File: config.mk
export PLATFORM = sky130hd
export DESIGN_NAME = mem_stage_unit
export DESIGN_NICKNAME = d
export VERILOG_FILES = /design/src/rtl/wisc_pkg.sv /design/src/rtl/mem_wait_timer.sv /design/src/rtl/mem_stage_unit.sv
export SDC_FILE = /design/constraint.sdc
export NUM_CORES = 1
export LEC_CHECK = 0
export CORE_MARGIN = 2
export CORE_UTILIZATION = 40
export CTS_CLUSTER_SIZE = 30
export DETAILED_ROUTE_END_ITERATION = 8
export PLACE_DENSITY = 0.78
export SETUP_SLACK_MARGIN = 0.15
export SLEW_MARGIN = 0
export SYNTH_ARGS = -nofsm -noshare
export SYNTH_HDL_FRONTEND = slang
export SYNTH_SLANG_ARGS = --single-unit
File: constraint.sdc
create_clock -name clk -period 1.9 [get_ports clk]
set_input_delay 0.285 -clock clk [delete_from_list [all_inputs] [get_ports clk]]
set_output_delay 0.285 -clock clk [all_outputs]
set_load 0.005 [all_outputs]
File: src/rtl/wisc_pkg.sv
// Shared MEM-stage types and constants.
// State encoding for the memory FSM plus architectural widths.
package wisc_pkg;

   typedef enum logic {
      IDLE = 1'b0,
      WAIT = 1'b1
   } mem_state_t;

   localparam logic [3:0] REG_SP = 4'hF;
   localparam int         WORD_W = 16;

endpackage

File: src/rtl/mem_wait_timer.sv
// Counts WAIT cycles for an outstanding access; expire is combinational on the count, 0 cycles latency.
// No backpressure: clr has priority over en, and the count never runs long enough to wrap.
module mem_wait_timer #(
   parameter int MEM_TIMEOUT = 15
) (
   input  logic clk,
   input  logic rst,
   input  logic clr,
   input  logic en,
   output logic expire
);

   logic [7:0] count_q;
   logic [7:0] count_d;

   always_comb begin
      count_d = count_q;
      if (clr) begin
         count_d = 8'd0;
      end else if (en) begin
         count_d = count_q + 8'd1;
      end
   end

   always_ff @(posedge clk) begin
      if (rst) begin
         count_q <= 8'd0;
      end else begin
         count_q <= count_d;
      end
   end

   assign expire = (count_q == 8'(MEM_TIMEOUT - 1));

endmodule

File: src/rtl/mem_stage_unit.sv
// MEM stage: non-memory ops pass to MEM/WB in 1 cycle; loads/stores hold a req until mem_rdy or timeout.
// stall_out is raised combinationally from acceptance of a memory op until the cycle it completes.
module mem_stage_unit
   import wisc_pkg::*;
#(
   parameter int DATA_W      = WORD_W,
   parameter int MEM_TIMEOUT = 15
) (
   input  logic              clk,
   input  logic              rst,
   input  logic              valid_in,
   input  logic              RegWrite_in,
   input  logic              MemWrite_in,
   input  logic              MemRead_in,
   input  logic              mem_to_reg_in,
   input  logic              call_in,
   input  logic              ret_future_in,
   input  logic [3:0]        reg_rd_in,
   input  logic [DATA_W-1:0] alu_result_in,
   input  logic [DATA_W-1:0] sw_data_in,
   input  logic              HALT_in,
   output logic [DATA_W-1:0] mem_addr,
   output logic [DATA_W-1:0] mem_wdata,
   output logic              mem_re,
   output logic              mem_we,
   input  logic [DATA_W-1:0] mem_rdata,
   input  logic              mem_rdy,
   output logic              stall_out,
   output logic              valid_out,
   output logic              RegWrite_out,
   output logic              mem_to_reg_out,
   output logic              call_out,
   output logic              ret_future_out,
   output logic              HALT_out,
   output logic [3:0]        reg_rd_out,
   output logic [DATA_W-1:0] wb_data,
   output logic              mem_err
);

   mem_state_t        state_q, state_d;
   logic              halted_q, halted_d;
   logic [DATA_W-1:0] mem_addr_q, mem_addr_d;
   logic [DATA_W-1:0] mem_wdata_q, mem_wdata_d;
   logic              mem_re_q, mem_re_d;
   logic              mem_we_q, mem_we_d;
   logic              valid_q, valid_d;
   logic              regwrite_q, regwrite_d;
   logic              mem_to_reg_q, mem_to_reg_d;
   logic              call_q, call_d;
   logic              ret_q, ret_d;
   logic              halt_q, halt_d;
   logic [3:0]        reg_rd_q, reg_rd_d;
   logic [DATA_W-1:0] wb_data_q, wb_data_d;
   logic              mem_err_q, mem_err_d;

   // Fields of the access in flight, held here so MEM/WB outputs stay untouched until completion.
   logic              p_regwrite_q, p_regwrite_d;
   logic              p_mem_to_reg_q, p_mem_to_reg_d;
   logic              p_call_q, p_call_d;
   logic              p_ret_q, p_ret_d;
   logic              p_halt_q, p_halt_d;
   logic              p_load_q, p_load_d;
   logic [3:0]        p_rd_q, p_rd_d;
   logic [DATA_W-1:0] p_alu_q, p_alu_d;

   logic accept, is_mem, timer_clr, timer_en, timer_expire;

   assign accept = valid_in & ~halted_q;
   assign is_mem = MemRead_in | MemWrite_in;

   assign stall_out = ((state_q == IDLE) & accept & is_mem) |
                      ((state_q == WAIT) & ~mem_rdy & ~timer_expire);

   mem_wait_timer #(
      .MEM_TIMEOUT(MEM_TIMEOUT)
   ) u_timer (
      .clk   (clk),
      .rst   (rst),
      .clr   (timer_clr),
      .en    (timer_en),
      .expire(timer_expire)
   );

   always_comb begin
      state_d        = state_q;
      halted_d       = halted_q;
      mem_addr_d     = mem_addr_q;
      mem_wdata_d    = mem_wdata_q;
      mem_re_d       = mem_re_q;
      mem_we_d       = mem_we_q;
      valid_d        = valid_q;
      regwrite_d     = regwrite_q;
      mem_to_reg_d   = mem_to_reg_q;
      call_d         = call_q;
      ret_d          = ret_q;
      halt_d         = halt_q;
      reg_rd_d       = reg_rd_q;
      wb_data_d      = wb_data_q;
      mem_err_d      = mem_err_q;
      p_regwrite_d   = p_regwrite_q;
      p_mem_to_reg_d = p_mem_to_reg_q;
      p_call_d       = p_call_q;
      p_ret_d        = p_ret_q;
      p_halt_d       = p_halt_q;
      p_load_d       = p_load_q;
      p_rd_d         = p_rd_q;
      p_alu_d        = p_alu_q;
      timer_clr      = 1'b0;
      timer_en       = 1'b0;

      case (state_q)
         IDLE: begin
            if (!accept) begin
               valid_d = 1'b0;
            end else if (!is_mem) begin
               valid_d      = 1'b1;
               regwrite_d   = RegWrite_in;
               mem_to_reg_d = mem_to_reg_in;
               call_d       = call_in;
               ret_d        = ret_future_in;
               halt_d       = HALT_in;
               reg_rd_d     = reg_rd_in;
               wb_data_d    = alu_result_in;
               halted_d     = HALT_in;
            end else begin
               valid_d        = 1'b0;
               p_regwrite_d   = RegWrite_in;
               p_mem_to_reg_d = mem_to_reg_in;
               p_call_d       = call_in;
               p_ret_d        = ret_future_in;
               p_halt_d       = HALT_in;
               p_rd_d         = reg_rd_in;
               p_alu_d        = alu_result_in;
               // A simultaneous read+write is treated as a store only.
               p_load_d       = MemRead_in & ~MemWrite_in;
               mem_re_d       = MemRead_in & ~MemWrite_in;
               mem_we_d       = MemWrite_in;
               mem_addr_d     = alu_result_in;
               mem_wdata_d    = sw_data_in;
               timer_clr      = 1'b1;
               state_d        = WAIT;
            end
         end
         WAIT: begin
            if (mem_rdy || timer_expire) begin
               mem_re_d     = 1'b0;
               mem_we_d     = 1'b0;
               valid_d      = 1'b1;
               mem_to_reg_d = p_mem_to_reg_q;
               call_d       = p_call_q;
               ret_d        = p_ret_q;
               halt_d       = p_halt_q;
               reg_rd_d     = p_rd_q;
               halted_d     = halted_q | p_halt_q;
               state_d      = IDLE;
               // mem_rdy wins over an expiry landing in the same cycle.
               if (mem_rdy) begin
                  regwrite_d = p_regwrite_q;
                  wb_data_d  = p_load_q ? mem_rdata : p_alu_q;
               end else begin
                  regwrite_d = 1'b0;
                  wb_data_d  = '0;
                  mem_err_d  = 1'b1;
               end
            end else begin
               timer_en = 1'b1;
               valid_d  = 1'b0;
            end
         end
         default: state_d = IDLE;
      endcase
   end

   always_ff @(posedge clk) begin
      if (rst) begin
         state_q        <= IDLE;
         halted_q       <= 1'b0;
         mem_addr_q     <= '0;
         mem_wdata_q    <= '0;
         mem_re_q       <= 1'b0;
         mem_we_q       <= 1'b0;
         valid_q        <= 1'b0;
         regwrite_q     <= 1'b0;
         mem_to_reg_q   <= 1'b0;
         call_q         <= 1'b0;
         ret_q          <= 1'b0;
         halt_q         <= 1'b0;
         reg_rd_q       <= 4'd0;
         wb_data_q      <= '0;
         mem_err_q      <= 1'b0;
         p_regwrite_q   <= 1'b0;
         p_mem_to_reg_q <= 1'b0;
         p_call_q       <= 1'b0;
         p_ret_q        <= 1'b0;
         p_halt_q       <= 1'b0;
         p_load_q       <= 1'b0;
         p_rd_q         <= 4'd0;
         p_alu_q        <= '0;
      end else begin
         state_q        <= state_d;
         halted_q       <= halted_d;
         mem_addr_q     <= mem_addr_d;
         mem_wdata_q    <= mem_wdata_d;
         mem_re_q       <= mem_re_d;
         mem_we_q       <= mem_we_d;
         valid_q        <= valid_d;
         regwrite_q     <= regwrite_d;
         mem_to_reg_q   <= mem_to_reg_d;
         call_q         <= call_d;
         ret_q          <= ret_d;
         halt_q         <= halt_d;
         reg_rd_q       <= reg_rd_d;
         wb_data_q      <= wb_data_d;
         mem_err_q      <= mem_err_d;
         p_regwrite_q   <= p_regwrite_d;
         p_mem_to_reg_q <= p_mem_to_reg_d;
         p_call_q       <= p_call_d;
         p_ret_q        <= p_ret_d;
         p_halt_q       <= p_halt_d;
         p_load_q       <= p_load_d;
         p_rd_q         <= p_rd_d;
         p_alu_q        <= p_alu_d;
      end
   end

   assign mem_addr       = mem_addr_q;
   assign mem_wdata      = mem_wdata_q;
   assign mem_re         = mem_re_q;
   assign mem_we         = mem_we_q;
   assign valid_out      = valid_q;
   assign RegWrite_out   = regwrite_q;
   assign mem_to_reg_out = mem_to_reg_q;
   assign call_out       = call_q;
   assign ret_future_out = ret_q;
   assign HALT_out       = halt_q;
   assign reg_rd_out     = reg_rd_q;
   assign wb_data        = wb_data_q;
   assign mem_err        = mem_err_q;

endmodule

==> results of run 1 <==
[per-stage QoR]
step / total power [W] / setup TNS [ps] / setup slack [ps]
3_5_place_dp: 0.00271 / -376 / -83.4
5_1_grt: 0.00436 / 0 / 35.8
3_3_place_gp: 0.00269 / -29.3 / -23.9
6_report: 0.00417 / 0 / 115
4_1_cts: 0.00419 / 0 / 120
2_1_floorplan: 0.00226 / 0 / 152
[worst register-to-register path, delay by kind of cell, from the launching register on]
family | cells | cell delay [ps]
AND/OR/NAND/NOR | 3 | 510
flip-flops | 1 | 340
adder cells (fa/ha/maj) | 1 | 160
AO/OA/AOI/OAI | 1 | 230
buffers and inverters | 3 | 350
[sequential cells by signal, indices dropped and copies added, names as in the netlist, 4 cells and up]
signal           flops
mem_wdata           16
p_alu_q             16
p_rd_q               4
reg_rd_out           4
u_timer.count_q      8
wb_data             16
[Yosys cell counts, drive strengths merged, types with 2 or more instances]
cell,number,share of area
inv,4,0.0044
and2,3,0.0055
nor2,19,0.021
xor2,4,0.010
nand2,88,0.098
clkbuf,12,0.013
ha,2,0.0073
and4b,2,0.0058
a21oi,48,0.073
nand2b,3,0.0055
buf,20,0.041
nor3,42,0.063
nand4,3,0.0055
xnor2,3,0.0077
a222oi,16,0.047
dfxtp,81,0.47
a211oi,4,0.0087
mux2,16,0.052
o221ai,8,0.020
[layout make-up]
| cell class | count | area share |
|---|---|---|
| clock buffers | 11 | 0.0253 |
| well taps | 105 | 0.0253 |
| flip-flops and latches | 81 | 0.312 |
| multi-input cells | 273 | 0.323 |
| clock inverters | 5 | 0.0200 |
| inverters | 5 | 0.00361 |
| repair buffers | 154 | 0.291 |
[routing by layer]
metal / global-route usage / routed length [um] / up-vias
met5: 0 / 0 / -
li1: - / - / 1649
met4: 0.0715 / 159 / 0
met1: 0.260 / 4180 / 1568
met2: 0.350 / 4880 / 156
met3: 0.0556 / 783 / 16
[timing repair]
action | in CTS | in global routing
endpoints found under the setup margin | 2 | 25
hold buffers | 0 | 0
gates cloned | 0 | 1
pin swaps | 1 | 1
gates resized for setup | 10 | 9
hold endpoints to repair | 0 | 0
[how the worst min path moves through the flow]
stage,cells after the start,start,to,slack [ps]
2_1_floorplan,1,MemWrite_in,mem_re$_SDFFE_PP0P_,370
3_3_place_gp,2,p_rd_q[3]$_SDFFE_PP0P_,p_rd_q[3]$_SDFFE_PP0P_,440
3_5_place_dp,2,mem_err$_SDFFE_PP0P_,mem_err$_SDFFE_PP0P_,450
4_1_cts,3,rst,p_alu_q[7]$_SDFFE_PP0P_,390
5_1_grt,3,rst,p_alu_q[7]$_SDFFE_PP0P_,420
6_report,3,rst,p_alu_q[7]$_SDFFE_PP0P_,420
[logic make-up (layout without fill, tap and decap cells)]
group,after synthesis,count (layout)
AO/OA/AOI/OAI,82,82
XOR/XNOR,7,7
adder cells (fa/ha/maj),2,2
buffers and inverters,37,175
flip-flops,81,81
multiplexers,16,16
AND/OR/NAND/NOR,166,166
[where the power goes]
| part | internal [W] | switching [W] | total [W] |
|---|---|---|---|
| clock network | 0.000875 | 0.000609 | 0.00148 |
| logic | 0.000469 | 0.000340 | 0.000810 |
| registers | 0.00181 | 0.0000717 | 0.00188 |
| total | 0.00315 | 0.00102 | 0.00417 |
==> flow_metrics.env, run 1 <==
export IMPL_maxSlewHeadroom=0.629
export IMPL_synthMuxAreaShare=0.0525
export IMPL_coreArea_mm2=0.00826
export IMPL_drc_errors=0
export IMPL_r2r_slack_ps=180
export IMPL_drv_slew=0
export IMPL_dp_hpwl_um=6840
export IMPL_tightest_slew_ps=556
export IMPL_hold_viol_final=0
export IMPL_synth_xor_area_share=0.0179
export IMPL_power_density_mw_per_mm2=802
export IMPL_required_ps=1620
export IMPL_synthSimpleGateAreaFrac=0.225
export IMPL_ys_flop_type="dfxtp_1"
export IMPL_worst_path_max_delay_cell="dfxtp_2"
export IMPL_postCtsSetupBuffers=0
export IMPL_worstPathArrival_ps=1500
export IMPL_areaGrowthSynthToFinish_pct=51.6
export IMPL_synth_compound_area_frac=0.165
export IMPL_chipWidth_um=96.6
export IMPL_clk_pin_slew_worst_paths_ps=80
export IMPL_clk_latency_ps=340
export IMPL_startpoint="u_timer.count_q[0]$_SDFFE_PP0P_"
export IMPL_place_congestion=0.836
export IMPL_wire_per_inst_um=15.8
export IMPL_vdd_ir_drop_max_v=0.000420
export IMPL_grt_max_degree=45
export IMPL_synth_edff_count=0
export IMPL_rsz0062_at_grt="true"
export IMPL_antenna_found_initial=0
export IMPL_ys_seq_area_frac=0.472
export IMPL_synth_top_family_by_area="simple AND/OR/NAND/NOR gates"
export IMPL_syn_nets=456
export IMPL_pin_count=125
export IMPL_crit_chain="inv_2 -> ha_2 -> and4b_1 -> a21oi_2 -> nand2b_4 -> buf_6"
export IMPL_cts_buffers=9
export IMPL_port_buffers=124
export IMPL_syn_mean_instance_area_um2=8.78
export IMPL_post_route_min_period_ps=1780
export IMPL_clock_skew_ps=6.65
export IMPL_ys_warn_count=0
export IMPL_max_stage_delay_ps=340
export IMPL_crit_fanout=2
export IMPL_crit_family="simple AND/OR/NAND/NOR gates"
export IMPL_place_area_mm2=0.00490
export IMPL_maxCapViolCount=0
export IMPL_leakage_nw=1.91
export IMPL_synth_cell_types=38
export IMPL_cp_num_cells=6
export IMPL_dieArea_mm2=0.00934
export IMPL_dieHeight_um=96.6
export IMPL_final_common_cell="clkdlybuf4s50_1"
export IMPL_grt_total_usage=0.209
export IMPL_worstSetupStartpointType="flip-flop"
export IMPL_grt_overflow_total=0
export IMPL_final_cells=634
export IMPL_root_buffer="clkbuf_8"
export IMPL_ys_ff_latch=81
export IMPL_syn_inst=391
export IMPL_ant_nets=0
export IMPL_r2r_start="u_timer.count_q[0]$_SDFFE_PP0P_"
export IMPL_drive_gt1_frac=0.159
export IMPL_htreeDepth=3
export IMPL_finalSetupViolCount=0
export IMPL_dr_pass1_iters=6
export IMPL_crit_type="reg2out"
export IMPL_finalCoreUtilization=0.630
export IMPL_fmax_ghz=0.560
export IMPL_fin_nets=589
export IMPL_cts_tree="yes"
export IMPL_multi_input_area_mm2=0.00168
export IMPL_drtIter0Drc=194
export IMPL_r2r_end="wb_data[5]$_SDFFE_PP0P_"
export IMPL_cts_path_max_buffers=2
export IMPL_start_util=0.416
export IMPL_holdCritPathClass="in2reg"
export IMPL_grt_first_pass_wirelength_um=16400
export IMPL_seq_area_mm2=0.00162
export IMPL_mostFrequentLayoutCells="clkdlybuf4s50_1 (122), nand2_1 (87), dfxtp_1 (80)"
export IMPL_rows=33
export IMPL_cp_end_kind="output port"
export IMPL_dp_cells=617
export IMPL_via_per_inst=5.35
export IMPL_run_status="completed"
export IMPL_vias=3389
export IMPL_worstRegToRegCells=8
export IMPL_design_area_mm2=0.00520
export IMPL_drt_wl_total_um=10000
export IMPL_post_route_period_util=0.939
export IMPL_grt_pass1_vias=3293
export IMPL_crit_buf_inv=2
export IMPL_antennaDiodeCount=0
export IMPL_setup_worst_path_end="stall_out"
export IMPL_fill_cells=702
export IMPL_hold_ws_ps=416
export IMPL_clock_sinks=81
export IMPL_synth_async_reset_ratio=0
export IMPL_synth_area_mm2=0.00343
export IMPL_synthAdderAreaFrac=0.00729
No activity file was read; power rests on OpenSTA's default activity.
==> run 2: changes to the inputs <==
--- a/config.mk
+++ b/config.mk
@@ -11,7 +11,7 @@
 export DETAILED_ROUTE_END_ITERATION = 8
 export PLACE_DENSITY = 0.78
 export SETUP_SLACK_MARGIN = 0.15
-export SLEW_MARGIN = 0
+export SLEW_MARGIN = 15
 export SYNTH_ARGS = -nofsm -noshare
 export SYNTH_HDL_FRONTEND = slang
 export SYNTH_SLANG_ARGS = --single-unit
==> results of run 2 <==
Final layout, timing and power as in run 1 (identical DEF).
==> run 3: changes to the inputs <==
--- a/config.mk
+++ b/config.mk
@@ -5,6 +5,7 @@
 export SDC_FILE = /design/constraint.sdc
 export NUM_CORES = 1
 export LEC_CHECK = 0
+export ABC_AREA = 0
 export CORE_MARGIN = 2
 export CORE_UTILIZATION = 40
 export CTS_CLUSTER_SIZE = 30
==> results of run 3 <==
Final layout, timing and power as in run 1 (identical DEF).
